File: config.mk
export PLATFORM = sky130hd
export DESIGN_NAME = mem_bus_initiator
export DESIGN_NICKNAME = d
export VERILOG_FILES = /design/src/rtl/mem_bus_initiator_pkg.sv /design/src/rtl/mem_bus_initiator_req_fifo.sv /design/src/rtl/mem_bus_initiator.sv
export SDC_FILE = /design/constraint.sdc
export NUM_CORES = 1
export LEC_CHECK = 0
export CAP_MARGIN = 20
export CORE_UTILIZATION = 55
export CTS_BUF_LIST = sky130_fd_sc_hd__clkbuf_4
export CTS_CLUSTER_DIAMETER = 60
export CTS_CLUSTER_SIZE = 16
export DETAILED_ROUTE_END_ITERATION = 8
export PLACE_DENSITY = 0.88
export REMOVE_ABC_BUFFERS = 1
export SLEW_MARGIN = 20
export SYNTH_ARGS = -nofsm -noshare
export SYNTH_HDL_FRONTEND = slang
export SYNTH_SLANG_ARGS = --single-unit
File: constraint.sdc
create_clock -name clk -period 2.95 [get_ports clk]
set_input_delay 0.59 -clock clk [delete_from_list [all_inputs] [get_ports clk]]
set_output_delay 0.59 -clock clk [all_outputs]
set_load 0.005 [all_outputs]
File: src/rtl/mem_bus_initiator_pkg.sv
// Shared definitions for the peripheral enable/ready bus initiator: FSM state encoding and
// default bus widths used by the initiator and its request FIFO.
package mem_bus_initiator_pkg;

  localparam int unsigned DefAddrW     = 3;
  localparam int unsigned DefDataW     = 8;
  localparam int unsigned DefFifoDepth = 4;
  localparam int unsigned DefTimeout   = 255;

  // Idle: waiting for a queued request; Issue: bus_enable high; Release: waiting for ready low
  typedef enum logic [1:0] {
    StIdle    = 2'd0,
    StIssue   = 2'd1,
    StRelease = 2'd2
  } state_e;

endpackage

File: src/rtl/mem_bus_initiator_req_fifo.sv
// Synchronous request FIFO for the bus initiator. Full/empty come from an occupancy counter;
// a push into a full FIFO is dropped even if a pop happens in the same cycle.
module bus_req_fifo
  import mem_bus_initiator_pkg::*;
#(
  parameter int unsigned WIDTH = 1 + DefAddrW + DefDataW,
  parameter int unsigned DEPTH = DefFifoDepth
) (
  input  logic             clk,
  input  logic             rst,
  input  logic             i_push,
  input  logic [WIDTH-1:0] i_wdata,
  input  logic             i_pop,
  output logic [WIDTH-1:0] o_rdata,
  output logic             o_full,
  output logic             o_empty
);

  localparam int unsigned PtrW = $clog2(DEPTH);
  localparam int unsigned CntW = PtrW + 1;

  logic [WIDTH-1:0] r_mem [DEPTH];
  logic [PtrW-1:0]  r_wr_ptr;
  logic [PtrW-1:0]  r_rd_ptr;
  logic [CntW-1:0]  r_count;
  logic             w_push;
  logic             w_pop;

  assign o_full  = (r_count == CntW'(DEPTH));
  assign o_empty = (r_count == '0);
  assign w_push  = i_push && !o_full;
  assign w_pop   = i_pop && !o_empty;
  assign o_rdata = r_mem[r_rd_ptr];

  // Storage array; contents are don't-care until written, so no reset
  always_ff @(posedge clk) begin
    if (w_push) begin
      r_mem[r_wr_ptr] <= i_wdata;
    end
  end

  // Pointers wrap naturally because DEPTH is a power of two
  always_ff @(posedge clk) begin
    if (!rst) begin
      r_wr_ptr <= '0;
      r_rd_ptr <= '0;
      r_count  <= '0;
    end else begin
      if (w_push) begin
        r_wr_ptr <= r_wr_ptr + PtrW'(1);
      end
      if (w_pop) begin
        r_rd_ptr <= r_rd_ptr + PtrW'(1);
      end
      unique case ({w_push, w_pop})
        2'b10:   r_count <= r_count + CntW'(1);
        2'b01:   r_count <= r_count - CntW'(1);
        default: r_count <= r_count;
      endcase
    end
  end

endmodule

File: src/rtl/mem_bus_initiator.sv
// Enable/ready bus initiator: queues read/write requests, runs each on the bus with a
// registered enable strobe, and retires it with a one-cycle response pulse or a timeout.
module mem_bus_initiator
  import mem_bus_initiator_pkg::*;
#(
  parameter int unsigned ADDR_W     = DefAddrW,
  parameter int unsigned DATA_W     = DefDataW,
  parameter int unsigned FIFO_DEPTH = DefFifoDepth,
  parameter int unsigned TIMEOUT    = DefTimeout
) (
  input  logic              clk,
  input  logic              rst,
  input  logic              i_req_valid,
  output logic              o_req_ready,
  input  logic              i_req_wr,
  input  logic [ADDR_W-1:0] i_req_addr,
  input  logic [DATA_W-1:0] i_req_wdata,
  output logic              o_rsp_valid,
  output logic              o_rsp_wr,
  output logic [DATA_W-1:0] o_rsp_rdata,
  output logic              o_rsp_timeout,
  output logic              o_busy,
  output logic              o_bus_enable,
  output logic              o_bus_wr_en,
  output logic [ADDR_W-1:0] o_bus_addr,
  output logic [DATA_W-1:0] o_bus_wdata,
  input  logic              i_bus_ready,
  input  logic [DATA_W-1:0] i_bus_rdata
);

  localparam int unsigned ReqW   = 1 + ADDR_W + DATA_W;
  localparam int unsigned TimerW = $clog2(TIMEOUT + 1);

  state_e              r_state, w_state_d;
  logic [TimerW-1:0]   r_timer, w_timer_d;
  logic                r_bus_enable, w_bus_enable_d;
  logic                r_bus_wr_en, w_bus_wr_en_d;
  logic [ADDR_W-1:0]   r_bus_addr, w_bus_addr_d;
  logic [DATA_W-1:0]   r_bus_wdata, w_bus_wdata_d;
  logic                r_rsp_valid, w_rsp_valid_d;
  logic                r_rsp_wr, w_rsp_wr_d;
  logic [DATA_W-1:0]   r_rsp_rdata, w_rsp_rdata_d;
  logic                r_rsp_timeout, w_rsp_timeout_d;

  logic                w_fifo_full;
  logic                w_fifo_empty;
  logic                w_pop;
  logic [ReqW-1:0]     w_head;
  logic                w_head_wr;
  logic [ADDR_W-1:0]   w_head_addr;
  logic [DATA_W-1:0]   w_head_wdata;
  logic                w_timer_expired;

  bus_req_fifo #(
    .WIDTH (ReqW),
    .DEPTH (FIFO_DEPTH)
  ) u_req_fifo (
    .clk     (clk),
    .rst     (rst),
    .i_push  (i_req_valid),
    .i_wdata ({i_req_wr, i_req_addr, i_req_wdata}),
    .i_pop   (w_pop),
    .o_rdata (w_head),
    .o_full  (w_fifo_full),
    .o_empty (w_fifo_empty)
  );

  assign {w_head_wr, w_head_addr, w_head_wdata} = w_head;

  // Head is consumed only when the bus is free; Release always passes through Idle first
  assign w_pop = (r_state == StIdle) && !w_fifo_empty;

  // Timer holds the number of completed enable cycles minus one at each Issue edge
  assign w_timer_expired = (r_timer >= TimerW'(TIMEOUT - 1));

  assign o_req_ready   = !w_fifo_full;
  assign o_busy        = !w_fifo_empty || (r_state != StIdle);
  assign o_bus_enable  = r_bus_enable;
  assign o_bus_wr_en   = r_bus_wr_en;
  assign o_bus_addr    = r_bus_addr;
  assign o_bus_wdata   = r_bus_wdata;
  assign o_rsp_valid   = r_rsp_valid;
  assign o_rsp_wr      = r_rsp_wr;
  assign o_rsp_rdata   = r_rsp_rdata;
  assign o_rsp_timeout = r_rsp_timeout;

  // State and all registered outputs; reset drops any in-flight transaction silently
  always_ff @(posedge clk) begin
    if (!rst) begin
      r_state       <= StIdle;
      r_timer       <= '0;
      r_bus_enable  <= 1'b0;
      r_bus_wr_en   <= 1'b0;
      r_bus_addr    <= '0;
      r_bus_wdata   <= '0;
      r_rsp_valid   <= 1'b0;
      r_rsp_wr      <= 1'b0;
      r_rsp_rdata   <= '0;
      r_rsp_timeout <= 1'b0;
    end else begin
      r_state       <= w_state_d;
      r_timer       <= w_timer_d;
      r_bus_enable  <= w_bus_enable_d;
      r_bus_wr_en   <= w_bus_wr_en_d;
      r_bus_addr    <= w_bus_addr_d;
      r_bus_wdata   <= w_bus_wdata_d;
      r_rsp_valid   <= w_rsp_valid_d;
      r_rsp_wr      <= w_rsp_wr_d;
      r_rsp_rdata   <= w_rsp_rdata_d;
      r_rsp_timeout <= w_rsp_timeout_d;
    end
  end

  // Next-state: a ready arriving on the expiry cycle is taken as success
  always_comb begin
    w_state_d = r_state;
    unique case (r_state)
      StIdle: begin
        if (!w_fifo_empty) begin
          w_state_d = StIssue;
        end
      end
      StIssue: begin
        if (i_bus_ready || w_timer_expired) begin
          w_state_d = StRelease;
        end
      end
      StRelease: begin
        if (!i_bus_ready) begin
          w_state_d = StIdle;
        end
      end
      default: w_state_d = StIdle;
    endcase
  end

  // Next values of bus and response registers; rsp_* hold between pulses
  always_comb begin
    w_timer_d       = r_timer;
    w_bus_enable_d  = r_bus_enable;
    w_bus_wr_en_d   = r_bus_wr_en;
    w_bus_addr_d    = r_bus_addr;
    w_bus_wdata_d   = r_bus_wdata;
    w_rsp_valid_d   = 1'b0;
    w_rsp_wr_d      = r_rsp_wr;
    w_rsp_rdata_d   = r_rsp_rdata;
    w_rsp_timeout_d = r_rsp_timeout;
    unique case (r_state)
      StIdle: begin
        w_bus_enable_d = 1'b0;
        if (!w_fifo_empty) begin
          w_bus_enable_d = 1'b1;
          w_bus_wr_en_d  = w_head_wr;
          w_bus_addr_d   = w_head_addr;
          w_bus_wdata_d  = w_head_wdata;
          w_timer_d      = '0;
        end
      end
      StIssue: begin
        if (i_bus_ready) begin
          w_bus_enable_d  = 1'b0;
          w_rsp_valid_d   = 1'b1;
          w_rsp_wr_d      = r_bus_wr_en;
          w_rsp_rdata_d   = r_bus_wr_en ? '0 : i_bus_rdata;
          w_rsp_timeout_d = 1'b0;
        end else if (w_timer_expired) begin
          w_bus_enable_d  = 1'b0;
          w_rsp_valid_d   = 1'b1;
          w_rsp_wr_d      = r_bus_wr_en;
          w_rsp_rdata_d   = '0;
          w_rsp_timeout_d = 1'b1;
        end else if (r_timer != TimerW'(TIMEOUT)) begin
          w_timer_d = r_timer + TimerW'(1);
        end
      end
      StRelease: begin
        w_bus_enable_d = 1'b0;
      end
      default: begin
        w_bus_enable_d = 1'b0;
      end
    endcase
  end

endmodule

Yosys cells after proc, flatten, opt, wreduce, memory -nomap -nowiden
Memories as Yosys holds them, arrays and structs flattened. A register that Yosys moved wholly into a read port is not among the register bits.
Index checks and enable logic that the tools add are counted.
{ "word_totals": {"reg_bits": 29, "wordCells": 75, "ram_bits": 48, "out_inout_bits": 26, "inputBits": 24, "mem_count": 1} }
{ "op_classes": {"bitwise_logic": 1, "n_eq_ne": 13, "n_addsub": 5, "n_reduce_logical": 19, "n_lt_le_gt_ge": 1, "muxes": 25} }
{ "memory_table": {"columns": ["name", "depth", "width", "rd", "rd_ports_with_merged_regs", "wr", "line_no", "text"], "rows": [
  ["u_req_fifo.r_mem", 4, 12, 1, 1, 1, "mem_bus_initiator_req_fifo.sv:22", "logic [WIDTH-1:0] r_mem [DEPTH];"]
]} }
{ "ops": {"columns": ["operator", "count"], "rows": [
  ["2-to-1 mux 8 bit", 7],
  ["case mux 8 bit (2 select lines)", 1],
  ["!= test 2 bit, second input constant", 6],
  ["2-to-1 mux 1 bit", 11],
  ["adder 8 x 1 -> 8 bit, second input constant", 1],
  ["greater-or-equal comparator 8 bit, second input constant", 1],
  ["!= test 8 bit, second input constant", 1],
  ["nonzero test 2 bit", 4],
  ["2-to-1 mux 2 bit", 3],
  ["case mux 2 bit (3 select lines)", 1],
  ["case mux 3 bit (2 select lines)", 1],
  ["AND reduction 2 bit", 3],
  ["AND reduction 5 bit", 1],
  ["adder 2 x 1 -> 2 bit, second input constant", 2],
  ["equality test 2 x 1 -> 1 bit, second input constant", 2],
  ["equality test 2 bit, second input constant", 2],
  ["adder 3 x 1 -> 3 bit, second input constant", 1],
  ["equality test 3 bit, second input constant", 1],
  ["logical AND 1 bit", 3],
  ["zero test 1 bit", 3],
  ["zero test 3 bit", 1],
  ["!= test 3 bit, second input constant", 1],
  ["AND reduction 3 bit", 1],
  ["subtractor 3 x 1 -> 3 bit, second input constant", 1],
  ["4 further kinds", 5]
]} }

Logic depth before layout (Yosys ltp)
Gate-level depths: netlist of the first run.
{ "logic_depth": {"word_depth": 6, "depth_mapped": 10, "ltp_nobuf": 9} }

Modules after synthesis
A second synthesis of the first run with hierarchy kept.
{ "hier_totals": {"cells_unflattened": 273, "area_unflattened_um2": 3638.5} }
{ "by_module_without_submodules": {"columns": ["mod", "instances", "seq_area_each_um2", "cells_per_inst", "area_per_inst_um2"], "rows": [
  ["bus_req_fifo", 1, 1621.6, 116, 2222.1],
  ["mem_bus_initiator", 1, 680.7, 157, 1416.4]
]} }

Worst setup path before layout of the first run
Ideal clock, no wire load.
{ "synth_timing": {"path_kind": "reg2reg", "from": "register u_req_fifo.r_count[0]", "to": "register u_req_fifo.r_count[2]", "stages_incl_launch_ff": 11, "period_less_slack_ps": 2491, "arrival_ps": 2420, "n_path_buf": 2, "setup_slack_ps": 459, "required_time_ps": 2880, "cell_sequence": "dfxtp_1 -> nor3_1 -> nand2b_1 -> buf_6 -> clkinv_1 -> buf_1 -> ha_1 -> fa_1 -> xnor2_1 -> or3_1 -> a21oi_1"} }
{ "synth_via": {"elab_chain_cells": 6, "word_cells_on_any_way": 13, "cone_classes": "2 x add/sub; 3 x eq/ne; 1 x mux; 7 x reduce/logical"} }
{ "synth_rtl": {"columns": ["item", "line_no", "text"], "rows": [
  ["start, declared", "mem_bus_initiator_req_fifo.sv:25", "logic [CntW-1:0] r_count;"],
  ["start signal, assigned", "mem_bus_initiator_req_fifo.sv:56", "2'b10: r_count <= r_count + CntW'(1);"],
  ["start signal, assigned", "mem_bus_initiator_req_fifo.sv:57", "2'b01: r_count <= r_count - CntW'(1);"],
  ["start signal, assigned", "mem_bus_initiator_req_fifo.sv:58", "default: r_count <= r_count;"],
  ["zero test 3 bit (*)", "mem_bus_initiator_req_fifo.sv:30", "assign o_empty = (r_count == '0);"],
  ["zero test 1 bit (*)", "mem_bus_initiator.sv:71", "assign w_pop = (r_state == StIdle) && !w_fifo_empty;"],
  ["logical AND 1 bit (*)", "mem_bus_initiator.sv:71", null],
  ["named net u_req_fifo.i_pop", "mem_bus_initiator_req_fifo.sv:13", "input logic i_pop,"],
  ["logical AND 1 bit (*)", "mem_bus_initiator_req_fifo.sv:32", "assign w_pop = i_pop && !o_empty;"],
  ["equality test 2 x 1 -> 1 bit or equality test 2 bit (tied branches)", "mem_bus_initiator_req_fifo.sv:55", "unique case ({w_push, w_pop})"],
  ["case mux 3 bit (2 select lines) or nonzero test 2 bit (tied branches)", null, null]
]} }
Mark *: on every way through the listed nets, which the timed path passes. The rest lies on a longest branch.
A chain may end at the register's enable or synchronous reset.

Final worst setup path of the first run
{ "layout_timing": {"from": "input port i_req_valid", "to": "register u_req_fifo.r_count[2]"} }
{ "layout_via": {"elab_chain_cells": 3, "word_cells_on_any_way": 5, "cone_classes": "2 x eq/ne; 1 x mux; 2 x reduce/logical"} }
{ "layout_rtl": {"columns": ["item", "line_no", "text"], "rows": [
  ["start, declared", "mem_bus_initiator.sv:13", "input logic i_req_valid,"],
  ["logical AND 1 bit (*)", "mem_bus_initiator_req_fifo.sv:31", "assign w_push = i_push && !o_full;"],
  ["equality test 2 x 1 -> 1 bit or equality test 2 bit (tied branches)", "mem_bus_initiator_req_fifo.sv:55", null],
  ["case mux 3 bit (2 select lines) or nonzero test 2 bit (tied branches)", null, null]
]} }
Mark *: on every way between the ends. The rest lies on a longest branch, timed or not.

==> key figures, run 1 <==
Outcome
  – Status: completed

Logic synthesis
  – Main synth FF type: edfxtp_1
  – Number of synthesized flops with an enable pin: 48
  – Post-synthesis mux area share: 0.0868
  – Syn avg cell area: 13.4 sq um
  – Simple-gate share of the synthesized area: 0.0980
  – Syn Std Cell Area: approximately 3500 sq um
  – Main combinational cell family by area after synthesis: simple AND/OR/NAND/NOR gates
  – Compound-Gate Fraction of Synth Area: 0.0926
  – Synth area leaders: edfxtp_1, dfxtp_1, mux4_2
  – Ys async rst share: 0
  – Yosys top cell area share: 0.417
  – Mapped Cells: 258
  – Post-synth top area cell: edfxtp_1
  – #FFs+latches synth: 89
  – Yosys warns: 0
  – Sequential area share after synthesis: 0.654
  – Distinct cells, synth: between 40 and 50
  – Post-Synth XOR/XNOR Area: 0.0127
  – Adder-Cell Fraction of Synth Area: 0.0311

Floorplanning
  – Die height: between 80 and 90 microns
  – Top Ports: 50
  – Initial Util: 0.577
  – Die width: between 80 and 90 microns
  – Area of the die: 6610 sq um
  – Rows: 28
  – Core area: between 5000 and 6000 sq um

GRT
  – Largest net degree at the start of global routing: 24
  – Vias in the first global route: around 2100
  – Total grt overflow: 0
  – First-pass GRT wire length: 10300 microns
  – Initial antenna violation count: 0
  – GRT Resource Usage Total: 0.217

Clock tree
  – Root Buffer: clkbuf_4
  – Hold_buf cts: 0
  – Reg clk slew, reported paths: 0.15 ns
  – Postcts setup bufs: 0
  – TritonCTS clock tree: yes
  – Clock Path Buffers: 2
  – Post-cts resize count: 0
  – Htree depth: 3
  – Inserted Clock Buffers: 9
  – CTS Sinks: between 80 and 90
  – Worst-Skew Late Latency: 0.44 ns

Drt
  – Router iterations before antenna repair: 4
  – Via density: between 5 and 6
  – DRC Markers: 0
  – DR iter-0 viols: around 160
  – Aggregate routed wire length: 6320 microns
  – Post-route ant nets: 0
  – DR WL/cell: roughly 16 microns
  – DR vias: 2208

Worst setup path
  – CP Capture Type: flop
  – CP max FO: 5
  – Worst R2R Start: u_req_fifo.r_count[0]
  – Critical Path Start: i_req_valid
  – CP Launch Type: input pin
  – Worst path required time: around 3.3 ns
  – WS Path Type: input pin to flop
  – CP max stage delay: roughly 0.52 ns
  – Crit path max-delay cell type: clkdlybuf4s50_1
  – WP data arrival: ~2.7 ns
  – CP cell instances: clkdlybuf4s50_1 -> and2_1 -> inv_1 -> ha_1 -> fa_1 -> xnor2_1 -> or3_1 -> a21oi_1

Timing
  – Slew Viols, Final: 0
  – Setup violators final: 0
  – Layout Skew: ~0.022 ns
  – Crit share post-route: 0.787
  – Setup TNS: 0 ns
  – RSZ-0062 raised after global routing: false
  – Clock period minus final worst setup slack: between 2 and 2.5 ns
  – Slew @ Worst Pin: between 0.7 and 0.8 ns
  – Fmax: ~430 MHz
  – Fin. Hold Viols: 0
  – Slew Limit Headroom: 0.467

Pwr
  – Power Internal: ~0.0024 W
  – Clock power frac: 0.194
  – PwrDens: roughly 850 nW/um^2
  – Sw Ratio: 0.327
  – Peak supply drop: 0.467 mV
  – Sw Pwr: around 0.0012 W
  – Overall power: approximately 0.0036 W
  – Register share of total power: 0.461
  – Comb power frac: 0.345
  – Leakage: 1.46 nW

Layout
  – Antenna cells: 0
  – Layout cell share with drive strength beyond 1: 0.114
  – Area Overhead vs Synth: 20.4%
  – Fin nets: roughly 340

Placement
  – Port Buffers: 49
  – Placer congestion estimate: 0.773
  – DP Wirelength: roughly 4200 microns

Hold path
  – Hold Crit Class: flop to flop
  – Hold path start: o_bus_wdata[4]

Flow run
  – # Max-Cap Violations: 0
layout make-up:
class                      count  area, sq um
sequential                    89         2260
tap                           75         93.8
fill                         407         1830
multi-input combinational    150         1110
clock inverter                 7         76.3
inverter                       9         33.8
timing repair buffer          53          520
clock buffer                   9         67.6
metrics by stage:
step | cells | hold slack (ns) | setup slack (ns) | instance area (sq um) | util
2_1_floorplan | 248 | 0.453 | 0.133 | 3410 | -
3_3_place_gp | 376 | 0.441 | 0.303 | 4020 | 0.671
3_5_place_dp | 376 | 0.446 | 0.166 | 4020 | 0.671
4_1_cts | 392 | 0.465 | 0.636 | 4170 | 0.695
5_1_grt | 392 | 0.488 | 0.479 | 4170 | 0.695
6_report | 392 | 0.464 | 0.628 | 4170 | 0.695
registers in the layout (all words and copies together), names as in the netlist:
signal,flops
o_rsp_timeout,1
r_timer,8
u_req_fifo.r_wr_ptr,2
u_req_fifo.r_rd_ptr,2
r_state,2
o_rsp_rdata,8
o_rsp_wr,1
o_bus_wdata,8
o_rsp_valid,1
o_bus_wr_en,1
o_bus_enable,1
u_req_fifo.r_count,3
o_bus_addr,3
u_req_fifo.r_mem,48
power by group through the flow:
stage	combinational [W]	sequential, W	clock, W
after floorplan	0.000688	0.00169	0
after global placement	0.00119	0.00166	0
after detailed placement	0.00124	0.00167	0
after CTS	0.00125	0.00164	0.000703
after global routing	0.00136	0.00166	0.000752
final	0.00123	0.00164	0.000692
cells by family (layout without fill, tap and decap cells):
group                    count (synthesis)  in the layout
XOR/XNOR                                 5              5
AO/OA/AOI/OAI                           47             47
AND/OR/NAND/NOR                         75             75
flip-flops                              89             89
adder cells (fa/ha/maj)                  8              8
buffers and inverters                   19             78
multiplexers                            15             15
Yosys cell counts (3+ instances only):
| cell type | count |
|---|---|
| edfxtp_1 | 48 |
| dfxtp_1 | 41 |
| nand2_1 | 35 |
| a21oi_1 | 21 |
| nor2_1 | 15 |
| mux4_2 | 12 |
| a22o_1 | 8 |
| inv_1 | 8 |
| ha_1 | 7 |
| and3_1 | 5 |
| clkbuf_1 | 4 |
| nor3_1 | 4 |
| o21ai_0 | 4 |
| a31oi_1 | 3 |
| mux2i_1 | 3 |
| nand3_1 | 3 |
| or3_1 | 3 |
| xnor2_1 | 3 |
worst paths after layout:
kind	endpoint	slack [ns]	depth (start not counted)
setup / recovery	u_req_fifo.r_count[2]	0.63	8
hold / removal	o_bus_wdata[4]	0.46	2
setup reg to reg	u_req_fifo.r_count[2]	0.63	9
hold reg to reg	o_bus_wdata[4]	0.46	2
placed cells by master (no fill, tap or decap), drive strengths merged, types with 3 or more instances in the layout:
| cell | instances |
|---|---|
| clkdlybuf4s50 | 49 |
| edfxtp | 48 |
| dfxtp | 41 |
| nand2 | 35 |
| a21oi | 21 |
| nor2 | 15 |
| mux4 | 12 |
| inv | 10 |
| clkbuf | 9 |
| a22o | 9 |
| ha | 7 |
| o21ai | 6 |
| and3 | 5 |
| nor3 | 4 |
| buf | 4 |
| nand3 | 3 |
| a31oi | 3 |
| or3 | 3 |
| mux2i | 3 |
| xnor2 | 3 |
| clkinv | 3 |
worst max-delay path, delay by kind of cell:
| kind | cells | cell delay (ns) |
|---|---|---|
| buf+inv | 2 | 0.60 |
| simple gates | 2 | 0.51 |
| fa+ha+maj | 2 | 0.70 |
| compound gates | 1 | 0.15 |
| xor+xnor | 1 | 0.15 |
per-layer routing:
layer  up-vias  part of all wire  GRT usage
met2        88              0.47      0.347
li1       1056                 -          -
met5         -                 0          0
met4         0             0.028      0.127
met3        18             0.065     0.0427
met1      1046              0.44      0.275
Power figures use the tool's default switching activity.
==> inputs of run 2 (changes only) <==
==> constraint.sdc (replaced) <==
create_clock -name clk -period 2.3 [get_ports clk]
set_input_delay 0.46 -clock clk [delete_from_list [all_inputs] [get_ports clk]]
set_output_delay 0.46 -clock clk [all_outputs]
set_load 0.005 [all_outputs]
==> key figures, run 2 (synthesis results as in run 1) <==
Layout
  – Max FFs per register: 48 (unchanged)
  – Post-route insts no fill: 401 (+2.3%)
  – Fin nets: 353 (+2.6%)
  – Antenna cells: 0 (unchanged)
  – Layout cell share with drive strength beyond 1: 0.147 (+0.0337)
  – Largest register by flop count: u_req_fifo.r_mem
  – Area Overhead vs Synth: 23.4%
  – Fill count: 415 (+2.0%)
  – Most frequent cells in the layout: clkdlybuf4s50_1, edfxtp_1, dfxtp_1, nand2_1, a21oi_1
  – Commonest non-fill, non-tap cell in the layout: clkdlybuf4s50_1

Timing
  – Slew Viols, Final: 0 (unchanged)
  – Fmax: between 400 and 500 MHz
  – Crit share post-route: 0.934
  – Setup TNS: 0 ns (unchanged)
  – RSZ-0062 raised after global routing: false
  – Slew Limit Headroom: 0.531 (+0.0641)
  – Slew @ Worst Pin: 0.702 ns (-0.0910 ns)
  – Setup violators final: 0 (unchanged)
  – Fin. Hold Viols: 0 (unchanged)
  – Layout Skew: 0.0195 ns (-0.00228 ns)
  – Clock period minus final worst setup slack: 2.15 ns

GRT
  – GRT Resource Usage Total: 0.221 (+0.00387)
  – First-pass GRT wire length: 10500 microns (+1.9%)
  – Largest net degree at the start of global routing: 31 (+29%)
  – Vias in the first global route: 2199 (+2.9%)
  – Initial antenna violation count: 0 (unchanged)
  – Total grt overflow: 0 (unchanged)

Drt
  – Via density: 5.60 (-0.52%)
  – DR WL/cell: 16.6 microns (+2.7%)
  – Router iterations before antenna repair: 4 (unchanged)
  – DR iter-0 viols: 109 (-33%)
  – DRC Markers: 0 (unchanged)
  – Post-route ant nets: 0 (unchanged)
  – Aggregate routed wire length: 6640 microns (+5.0%)
  – DR vias: 2247 (+1.8%)

Pwr
  – PwrDens: 1110 nW/um^2 (+30%)
  – Peak supply drop: 0.729 mV (+56%)
  – Leakage: 1.52 nW (+4.0%)

Worst setup path
  – CP Capture Type: flop
  – Worst reg-to-reg path cell count: 8 (-1)
  – WS Path Type: flop to flop
  – Worst path required time: 2.66 ns (-0.67 ns)
  – CP Launch Type: flop
  – WP data arrival: 2.51 ns (-0.19 ns)
  – CP max FO: 4 (-1)

Floorplanning
  – Die width: 81.3 microns (unchanged)
  – Rows: 28 (unchanged)
  – Top Ports: 50 (unchanged)
  – Die height: 81.3 microns (unchanged)
  – Area of the die: 6610 sq um (unchanged)
  – Initial Util: 0.577 (unchanged)
  – Core area: 5990 sq um (unchanged)

Clock tree
  – TritonCTS clock tree: yes
  – Root Buffer: clkbuf_4
  – Hold_buf cts: 0 (unchanged)
  – Clock Path Buffers: 2 (unchanged)
  – Inserted Clock Buffers: 9 (unchanged)
  – CTS Sinks: 89 (unchanged)
  – Worst-Skew Late Latency: 0.43 ns (about the same)
  – Htree depth: 3 (unchanged)
  – Reg clk slew, reported paths: 0.15 ns (about the same)

Placement
  – Placed Cells: 385 (+2.4%)
  – Placer congestion estimate: 0.792 (+2.5%)
  – Port Buffers: 49 (unchanged)
  – DP Wirelength: 4360 microns (+5.0%)

Outcome
  – Status: completed

Hold path
  – Hold path cells: 2 (unchanged)
  – Hold Crit Class: flop to flop

Flow run
  – # Max-Cap Violations: 0 (unchanged)
run 2: final cells by class:
| cell class | count | area, sq um | share of cell area |
|---|---|---|---|
| Clock buffer | 10 | 75.1 | 0.0176 |
| Clock inverter | 6 | 92.6 | 0.0217 |
| Multi-Input combinational cell | 150 | 1120 | 0.262 |
| Inverter | 9 | 33.8 | 0.00792 |
| Sequential cell | 89 | 2270 | 0.531 |
| Tap cell | 75 | 93.8 | 0.0220 |
| Timing Repair Buffer | 62 | 588 | 0.138 |
run 2: power breakdown:
group	switching, W	leakage [nW]	internal, W
registers	0.000165	0.776	0.00195
logic	0.000806	0.659	0.000826
clock network	0.000524	0.0832	0.000459
total	0.00149	1.52	0.00324
run 2: metrics by stage:
step | hold slack, ns | worst slack (ns) | total power, W | instance area, sq um | util
after floorplan | 0.453 | -0.517 | 0.00305 | 3410 | -
after global placement | 0.444 | -0.106 | 0.00369 | 4090 | 0.683
after detailed placement | 0.447 | -0.190 | 0.00378 | 4090 | 0.683
after CTS | 0.466 | 0.0552 | 0.00476 | 4260 | 0.711
after global routing | 0.489 | 0.0148 | 0.00501 | 4270 | 0.712
final | 0.469 | 0.153 | 0.00473 | 4270 | 0.712
run 2: critical path, cell delays in order, from the launching register on:
cell and delay, ns:
dfxtp_4 0.39, nor3_2 0.20, nand2b_1 0.15, clkinv_1 0.09
ha_1 0.22, fa_1 0.43, xnor2_1 0.14, or3_1 0.30
a21oi_1 0.16
run 2: path summary, 6_finish.rpt:
path	start	endpoint	slack, ns
max	u_req_fifo.r_count[0]	u_req_fifo.r_count[2]	0.15
min	o_bus_wdata[4]	o_bus_wdata[4]	0.47
max reg2reg	u_req_fifo.r_count[0]	u_req_fifo.r_count[2]	0.15
min reg2reg	o_bus_wdata[4]	o_bus_wdata[4]	0.47
run 2: what timing repair did:
| action | CTS | global route |
|---|---|---|
| setup endpoints to repair | 0 | 1 |
| resized for setup | 0 | 4 |
| buffers inserted | 0 | 0 |
run 2: layer usage:
metal,global-route usage,share of wire
met5,0,0
met4,0.104,0.012
met3,0.0506,0.065
met2,0.380,0.52
met1,0.262,0.41
==> inputs of run 3 (changes only) <==
--- a/config.mk
+++ b/config.mk
@@ -5,6 +5,7 @@
 export SDC_FILE = /design/constraint.sdc
 export NUM_CORES = 1
 export LEC_CHECK = 0
+export ABC_CLOCK_PERIOD_IN_PS = 2300
 export CAP_MARGIN = 20
 export CORE_UTILIZATION = 55
 export CTS_BUF_LIST = sky130_fd_sc_hd__clkbuf_4
==> results of run 3 <==
The final DEF is identical to that of run 2; final timing and power are the same.
